## config.mk

```make
export PLATFORM = sky130hd
export DESIGN_NAME = iir_mac_sequencer
export DESIGN_NICKNAME = d
export VERILOG_FILES = /design/src/rtl/fxp_pkg.sv /design/src/rtl/fxp_mac.sv /design/src/rtl/iir_mac_sequencer.sv
export SDC_FILE = /design/constraint.sdc
export NUM_CORES = 2
export LEC_CHECK = 0
export ABC_AREA = 1
export BUFFER_PORTS_ARGS = -buffer_cell sky130_fd_sc_hd__buf_4
export CORE_AREA = 8 8 348 350
export CTS_BUF_LIST = sky130_fd_sc_hd__clkbuf_16
export DETAILED_ROUTE_END_ITERATION = 8
export DIE_AREA = 0 0 356 358
export GPL_TIMING_DRIVEN = 0
export PLACE_DENSITY_LB_ADDON = 0.05
export RECOVER_POWER = 100
export SLEW_MARGIN = 20
export SYNTH_ARGS = -nofsm -noshare
export SYNTH_HDL_FRONTEND = slang
export SYNTH_HIERARCHICAL = 1
export SYNTH_SLANG_ARGS = --single-unit
```

## constraint.sdc

```tcl
create_clock -name clk -period 31 [get_ports clk]
set_input_delay 1.55 -clock clk [delete_from_list [all_inputs] [get_ports clk]]
set_output_delay 1.55 -clock clk [all_outputs]
set_load 0.05 [all_outputs]
```

## src/rtl/fxp_pkg.sv

```systemverilog
// Fixed-point constants, sequencer state encoding and output saturation
// shared by the IIR MAC sequencer and its multiply-accumulate unit.
// Contents: FXP_SIZE/FXP_FRAC/COMP_SIZE defaults, state_t, saturate().
package fxp_pkg;

   localparam int FXP_SIZE  = 16;
   localparam int FXP_FRAC  = 12;
   localparam int COMP_SIZE = FXP_SIZE + FXP_FRAC;

   typedef enum logic [1:0] {
      IDLE = 2'd0,
      MAC  = 2'd1,
      WB   = 2'd2
   } state_t;

   // Clip a COMP_SIZE-wide result into the FXP_SIZE-wide output range.
   function automatic logic signed [FXP_SIZE-1:0] saturate(input logic signed [COMP_SIZE-1:0] v);
      logic signed [COMP_SIZE-1:0] hi;
      logic signed [COMP_SIZE-1:0] lo;
      hi = COMP_SIZE'((2 ** (FXP_SIZE - 1)) - 1);
      lo = -hi - 1;
      if (v > hi)
         return hi[FXP_SIZE-1:0];
      else if (v < lo)
         return lo[FXP_SIZE-1:0];
      else
         return v[FXP_SIZE-1:0];
   endfunction

endpackage

```

## src/rtl/fxp_mac.sv

```systemverilog
// Shared signed multiply-accumulate unit stepped by the sequencer FSM.
// Latency: product lands in the accumulator on the edge i_en is high.
// Backpressure: none; the FSM owns i_en/i_clear/i_sub and operand selection.
// Ports: clk, rst (sync, active-high), i_clear, i_en, i_sub, i_coef, i_hist, o_acc.
module fxp_mac #(
   parameter int OP_W  = 28,
   parameter int ACC_W = 2 * OP_W + 4
) (
   input  logic                    clk,
   input  logic                    rst,
   input  logic                    i_clear,
   input  logic                    i_en,
   input  logic                    i_sub,
   input  logic signed [OP_W-1:0]  i_coef,
   input  logic signed [OP_W-1:0]  i_hist,
   output logic signed [ACC_W-1:0] o_acc
);

   logic signed [2*OP_W-1:0]  w_prod;
   logic signed [ACC_W-1:0]   w_prod_ext;
   logic signed [ACC_W-1:0]   r_acc;

   assign w_prod     = i_coef * i_hist;
   assign w_prod_ext = {{(ACC_W - 2*OP_W){w_prod[2*OP_W-1]}}, w_prod};
   assign o_acc      = r_acc;

   always_ff @(posedge clk) begin
      if (rst || i_clear)
         r_acc <= '0;
      else if (i_en)
         r_acc <= i_sub ? (r_acc - w_prod_ext) : (r_acc + w_prod_ext);
   end

endmodule

```

## src/rtl/iir_mac_sequencer.sv

```systemverilog
// Direct-form-I IIR filter time-multiplexed over one MAC, with a shadow coefficient bank.
// Latency: o_valid 2*ORDER+2 cycles after accept; one sample per 2*ORDER+3 cycles max.
// Backpressure: i_ready only in IDLE; a held i_valid is accepted on the next IDLE cycle.
// Ports: clk, rst, i_valid/i_ready/i_sample, o_valid/o_sample, cfg_we/cfg_addr/cfg_data,
//        cfg_commit, cfg_pending.
module iir_mac_sequencer
   import fxp_pkg::*;
#(
   parameter int ORDER = 4
) (
   input  logic                        clk,
   input  logic                        rst,
   input  logic                        i_valid,
   output logic                        i_ready,
   input  logic signed [FXP_SIZE-1:0]  i_sample,
   output logic                        o_valid,
   output logic signed [FXP_SIZE-1:0]  o_sample,
   input  logic                        cfg_we,
   input  logic [4:0]                  cfg_addr,
   input  logic signed [COMP_SIZE-1:0] cfg_data,
   input  logic                        cfg_commit,
   output logic                        cfg_pending
);

   localparam int NTAP  = 2 * ORDER + 1;
   localparam int ACC_W = 2 * COMP_SIZE + 4;
   localparam int K_W   = $clog2(NTAP);

   state_t                       r_state;
   logic [K_W-1:0]               r_k;
   logic                         r_pending;
   logic                         r_o_valid;
   logic signed [FXP_SIZE-1:0]   r_o_sample;
   logic signed [COMP_SIZE-1:0]  r_coef_act [NTAP];
   logic signed [COMP_SIZE-1:0]  r_coef_shd [NTAP];
   logic signed [COMP_SIZE-1:0]  r_x [ORDER+1];
   logic signed [COMP_SIZE-1:0]  r_y [ORDER];

   logic                         w_accept;
   logic                         w_commit;
   logic                         w_sub;
   logic signed [COMP_SIZE-1:0]  w_coef;
   logic signed [COMP_SIZE-1:0]  w_hist;
   logic signed [COMP_SIZE-1:0]  w_x_in;
   logic signed [COMP_SIZE-1:0]  w_r;
   logic signed [ACC_W-1:0]      w_acc;

   assign i_ready     = (r_state == IDLE) && !rst;
   assign w_accept    = i_valid && i_ready;
   // Copy only on an idle cycle with no accept so the active bank is stable for a whole sample.
   assign w_commit    = r_pending && (r_state == IDLE) && !w_accept;
   assign w_sub       = int'(r_k) > ORDER;
   assign w_x_in      = {{(COMP_SIZE - FXP_SIZE){i_sample[FXP_SIZE-1]}}, i_sample};
   assign w_r         = COMP_SIZE'(w_acc >>> FXP_FRAC);
   assign o_valid     = r_o_valid;
   assign o_sample    = r_o_sample;
   assign cfg_pending = r_pending;

   // Operand muxes: taps 0..ORDER pair b_k with x_k, the rest pair a_j with y_(j-1).
   always_comb begin
      w_coef = '0;
      w_hist = '0;
      for (int i = 0; i < NTAP; i++)
         if (int'(r_k) == i) w_coef = r_coef_act[i];
      for (int i = 0; i <= ORDER; i++)
         if (int'(r_k) == i) w_hist = r_x[i];
      for (int j = 1; j <= ORDER; j++)
         if (int'(r_k) == ORDER + j) w_hist = r_y[j-1];
   end

   fxp_mac #(
      .OP_W  (COMP_SIZE),
      .ACC_W (ACC_W)
   ) u_mac (
      .clk     (clk),
      .rst     (rst),
      .i_clear (w_accept),
      .i_en    (r_state == MAC),
      .i_sub   (w_sub),
      .i_coef  (w_coef),
      .i_hist  (w_hist),
      .o_acc   (w_acc)
   );

   // Shadow bank is writable at any time; out-of-range addresses fall through.
   always_ff @(posedge clk) begin
      if (rst) begin
         for (int i = 0; i < NTAP; i++) r_coef_shd[i] <= '0;
      end else if (cfg_we) begin
         for (int i = 0; i < NTAP; i++)
            if (int'(cfg_addr) == i) r_coef_shd[i] <= cfg_data;
      end
   end

   always_ff @(posedge clk) begin
      if (rst) begin
         r_state    <= IDLE;
         r_k        <= '0;
         r_pending  <= 1'b0;
         r_o_valid  <= 1'b0;
         r_o_sample <= '0;
         for (int i = 0; i < NTAP; i++) r_coef_act[i] <= '0;
         for (int i = 0; i <= ORDER; i++) r_x[i] <= '0;
         for (int i = 0; i < ORDER; i++) r_y[i] <= '0;
      end else begin
         r_o_valid <= 1'b0;
         r_pending <= (r_pending && !w_commit) || cfg_commit;
         if (w_commit) r_coef_act <= r_coef_shd;
         case (r_state)
            IDLE: begin
               if (w_accept) begin
                  r_x[0]  <= w_x_in;
                  r_k     <= '0;
                  r_state <= MAC;
               end
            end
            MAC: begin
               if (int'(r_k) == NTAP - 1) r_state <= WB;
               else                       r_k     <= r_k + 1'b1;
            end
            WB: begin
               // Histories keep the unsaturated result; only the port is clipped.
               for (int i = ORDER; i >= 1; i--) r_x[i] <= r_x[i-1];
               for (int i = ORDER - 1; i >= 1; i--) r_y[i] <= r_y[i-1];
               r_y[0]     <= w_r;
               r_o_valid  <= 1'b1;
               r_o_sample <= saturate(w_r);
               r_state    <= IDLE;
            end
            default: r_state <= IDLE;
         endcase
      end
   end

endmodule

```

After elaboration in Yosys (flattened, before gate mapping)
Memories as Yosys holds them, arrays and structs flattened.
Index checks and enable logic that the tools add are counted.
{"block": "totals", "reg_bits": 588, "ram_bits": 252, "input_bits": 54, "out_inout_bits": 19, "word_cells": 133, "memories": 2}
{"block": "classes", "addsub": 3, "mul": 1, "magnitude_cmp": 3, "n_eq_ne": 21, "mux": 45, "bitwise_logic": 9, "n_reduce_logical": 25}
{"memory": "r_x", "words": 5, "width": 28, "read_ports": 5, "rd_clocked_by_memory_dff": 0, "wr": 5, "line": "iir_mac_sequencer.sv:36", "source": "logic signed [COMP_SIZE-1:0] r_x [ORDER+1];"}
{"memory": "r_y", "words": 4, "width": 28, "read_ports": 4, "rd_clocked_by_memory_dff": 0, "wr": 4, "line": "iir_mac_sequencer.sv:37", "source": "logic signed [COMP_SIZE-1:0] r_y [ORDER];"}
{"operator": "$mux 28", "count": 27}
{"operator": "$add 60x56->60", "count": 1}
{"operator": "$mux 60", "count": 1}
{"operator": "$sub 60x56->60", "count": 1}
{"operator": "$mul 28x28->56", "count": 1}
{"operator": "$mux 16", "count": 2}
{"operator": "$gt 28x16->1 const B", "count": 1}
{"operator": "$lt 28x16->1 const B", "count": 1}
{"operator": "$eq 4x4->1 const B", "count": 5}
{"operator": "$eq 5x4->1 const B", "count": 4}
{"operator": "$reduce_and 2->1", "count": 10}
{"operator": "$eq 5x3->1 const B", "count": 2}
{"operator": "$mux 1", "count": 9}
{"operator": "$or 1x1->1", "count": 9}
{"operator": "$eq 4x3->1 const B", "count": 2}
{"operator": "$mux 4", "count": 2}
{"operator": "$pmux 4 s2", "count": 1}
{"operator": "$eq 5x2->1 const B", "count": 1}
{"operator": "$eq 5x5->1 const B", "count": 1}
{"operator": "$logic_and 1x1->1", "count": 5}
{"operator": "$logic_not 5->1", "count": 1}
{"operator": "$add 4x1->4 const B", "count": 1}
{"operator": "$eq 4x2->1 const B", "count": 1}
{"operator": "$gt 4x3->1 const B", "count": 1}
{"operator": "other kinds (12)", "count": 17}

Longest topological paths before layout
{"block": "logic_depth", "word_depth": 13, "ltp_mapped": 61, "depth_no_buf": 58}

Hierarchy
Netlist, hierarchy kept.
{"mod": "fxp_mac", "instances": 1, "cells_per_inst": 5485, "area_each_um2": 38854.8, "seq_area_each_um2": 1201.2}
{"mod": "iir_mac_sequencer", "instances": 1, "cells_per_inst": 3823, "area_each_um2": 29886.2, "seq_area_each_um2": 16335.7}

Worst setup path before layout
No wires, ideal clock.
{"block": "synth_path", "path_kind": "register -> register", "from": "reg r_k[0]", "to": "reg u_mac.r_acc[59] (netlist: u_mac/o_acc[59])", "setup_ns": 0.113, "arrival_ns": 10.324, "required_time_ns": 30.887, "setup_slack_ns": 20.564, "stages_incl_launch_ff": 57, "path_buffers": 5, "period_less_slack_ns": 10.436, "path_cell_list": "dfxtp_1 > inv_1 > ha_1 > buf_2 > nand3_1 > inv_1 > buf_2 > clkbuf_1 > nand2_1 > nand2_1 > clkbuf_1 > clkbuf_1 > nand2_1 > fa_1 > fa_1 > inv_1 > fa_1 > fa_1 > [21 not listed] > nand3_1 > xnor2_1 > nand2_1 > o21ai_1 > ha_1 > nand2_1 > nor2_1 > inv_1 > nor3_1 > nand2_1 > nor2_1 > nand2_1 > o2111ai_1 > nand3_1 > nand2_1 > nor2_1 > nor2_1 > nor2_1"}
{"block": "synth_between", "elab_chain_len": 13, "elab_cells_between_ends": 32, "classes_between": "add/sub: 2; mul: 1; order compare: 1; eq/ne: 8; mux: 19; reduce/logical: 1"}
{"element": "start: declaration", "line": "iir_mac_sequencer.sv:30", "source": "logic [K_W-1:0] r_k;"}
{"element": "start signal: assignment", "line": "iir_mac_sequencer.sv:119", "source": "else r_k <= r_k + 1'b1;"}
{"element": "$logic_not 4->1", "line": "iir_mac_sequencer.sv:66", "source": "if (int'(r_k) == i) w_hist = r_x[i];"}
{"element": "$mux 28 (5 in series)", "line": "iir_mac_sequencer.sv:66"}
{"element": "$mux 28 (3 in series)", "line": "iir_mac_sequencer.sv:68", "source": "if (int'(r_k) == ORDER + j) w_hist = r_y[j-1];"}
{"element": "$mux 28 (*)", "line": "iir_mac_sequencer.sv:68"}
{"element": "net w_hist[4]", "line": "iir_mac_sequencer.sv:43", "source": "logic signed [COMP_SIZE-1:0] w_hist;"}
{"element": "$mul 28x28->56 (*)", "line": "fxp_mac.sv:23", "source": "assign w_prod = i_coef * i_hist;"}
{"element": "$add 60x56->60 / $sub 60x56->60 (equally long branches)", "line": "fxp_mac.sv:31", "source": "r_acc <= i_sub ? (r_acc - w_prod_ext) : (r_acc + w_prod_ext);"}
{"element": "$mux 60 (*)", "line": "fxp_mac.sv:31"}
{"element": "end signal: assignment", "line": "fxp_mac.sv:31"}
{"element": "end: declaration", "line": "fxp_mac.sv:21", "source": "logic signed [ACC_W-1:0] r_acc;"}
The timed path passes the listed nets; every way through them passes the cells marked *.
A chain may end at the register's enable or synchronous reset.

Worst setup path in the final report
{"block": "layout_path", "from": "reg r_k[0]", "to": "reg u_mac.r_acc[39] (netlist: u_mac/o_acc[39])"}
The elaborated chain is that of the path after synthesis.

==> out/qor.yml <==
gp_congestion: 1.04
maxSlewViolCount: 160
cp_max_fo: 10
rsz0062_at_grt: "no"
setup-tns-final_ns: 0
cap_viol_max_count: 3
max_slew.worst_pin.slew_ns: 3.12
endpoint: "u_mac/o_acc[39]"
violations: "max-capacitance violations, max-slew violations"
cp-startpoint: "r_k[0]"
fmax_mhz: 73.4
cts_setup_buffers: 0
fin_hold_ws_ns: 0.440
antenna_cells: 0
timing.rr.start: "r_k[0]"
io_pins: 73
yosysWarnings: 6
routed_wl_um: 204000
critPathMaxStageDelay_ns: 0.79
dpl.hpwl_um: 160000
ant_nets: 0
grt_pass1_wl_um: 303000
die_y_um: 358
firstDrtPassIters: 8
syn_area_um2: 58000
critPathLaunchType: "flip-flop"
grt_pass1_vias: 48100
syn_to_final_growth_pct: 8.48
die-area_um2: 127000
crit_path_end_kind: "flip-flop"
route.detailed.drc: 0
core_area_um2: 115000
die_w_um: 356
avgSynthCellArea_um2: 7.50
cp.arrival_ns: 14.18
critPathRequiredTime_ns: 31.56
drive_gt1_share_pct: 4.40
clk_pin_slew_ns: 0.06
h-tree-depth: 3
hp-start: "r_coef_shd[129]"
port_buffers: 71
rows: 125
min_period_ns: 13.62
critPathKind: "flip-flop to flip-flop"
slowest_stage: "clkbuf_1"
setup_viol: 0
cts_resized: 0
skew_ns: 0.0393
cts_sinks: 760
gr-usage-all-layers_pct: 31.8
r2r_slack_ns: 17.38
maxSlewHeadroom_pct: -108
timing.final.crit_share_pct: 43.9
ctsRootBufferMaster: "clkbuf_16"
grt_max_degree: 57
rr_worst_depth: 49
ctsHoldBuffers: 0
start_util_pct: 50.2
antenna_found_initial: 8
min_path_type: "flip-flop to flip-flop"
synthCells: 7732
numCtsBuffers: 83
via_per_inst: 5.28
crit_path_frequent_cell: "nand2_1"
syn_nets: 8602
grt_overflow: 0
status: "finished, violations left"
reg2reg_to: "u_mac/o_acc[39]"
drt_iter0_markers: 5567
fillers: 11400
num_vias: 50100
worstSkewPairLatency_ns: 0.67
clockBufferDepth: 3
final_hold_viol_count: 0
wire_per_inst_um: 21.5
finalNetCount: 8764
cts_tree: "yes"
==> placed cells by master, fill, tap and decap left out, drive strengths merged, types with 199 or more instances in the layout <==
| cell | count |
|---|---|
| nand2 | 1641 |
| ha | 199 |
| a21oi | 421 |
| inv | 1768 |
| o21ai | 632 |
| clkbuf | 402 |
| fa | 617 |
| nor2 | 821 |
| buf | 213 |
| dfxtp | 568 |
==> final cells by class <==
class / count / area, µm² / area share, %
clock inverters: 68 / 469 / 0.746
repair buffers: 77 / 510 / 0.812
clock buffers: 83 / 2080 / 3.30
well taps: 1524 / 1910 / 3.03
plain buffers: 455 / 1840 / 2.92
inverters: 1744 / 6550 / 10.4
flip-flops and latches: 760 / 17100 / 27.3
multi-input cells: 4773 / 32400 / 51.5
==> worst min path at each step <==
| stage | end | slack, ns | cells after the start |
|---|---|---|---|
| 2_1_floorplan | r_coef_act[100] | 0.43 | 2 |
| 3_3_place_gp | r_coef_act[90] | 0.44 | 2 |
| 3_5_place_dp | o_sample[10] | 0.44 | 2 |
| 4_1_cts | r_coef_act[202] | 0.44 | 2 |
| 5_1_grt | r_coef_act[202] | 0.46 | 2 |
| 6_report | r_coef_act[129] | 0.44 | 2 |
==> layer usage <==
metal,global-route usage (%),part of all wire (%),up-vias
met5,0,0,-
met4,8.40,3.0,0
met1,47.1,44,24100
li1,-,-,23400
met2,46.7,41,2231
met3,7.00,11,311
==> per-stage QoR <==
step	cells	util (%)	instance area (µm²)	setup slack [ns]
floorplan	7732	-	58000	21.20
global placement	9327	52.3	60400	18.30
detailed placement	9333	52.4	60500	18.36
CTS	9484	54.7	63100	18.26
global route	9484	54.5	62900	16.61
finish	9484	54.5	62900	17.38
==> critical path: cells and delay by family (launching register included) <==
kind / cells / cell delay, ns
AO/OA/AOI/OAI: 5 / 1.39
flip-flops: 1 / 0.33
XOR/XNOR: 3 / 0.62
adder cells (fa/ha/maj): 11 / 5.15
buffers and inverters: 15 / 3.99
AND/OR/NAND/NOR: 15 / 2.07
==> flip-flops by register name, indices dropped and copies added (netlist names) <==
| register | count |
|---|---|
| r_coef_act | 252 |
| r_coef_shd | 252 |
| r_y | 112 |
| r_x | 80 |
| u_mac/o_acc | 40 |
| o_sample | 16 |
| r_k | 4 |
| r_state | 2 |
| cfg_pending | 1 |
| o_valid | 1 |
Power is not shown: default switching activity piles up to over one toggle a cycle in this logic, so the estimate is an artifact.
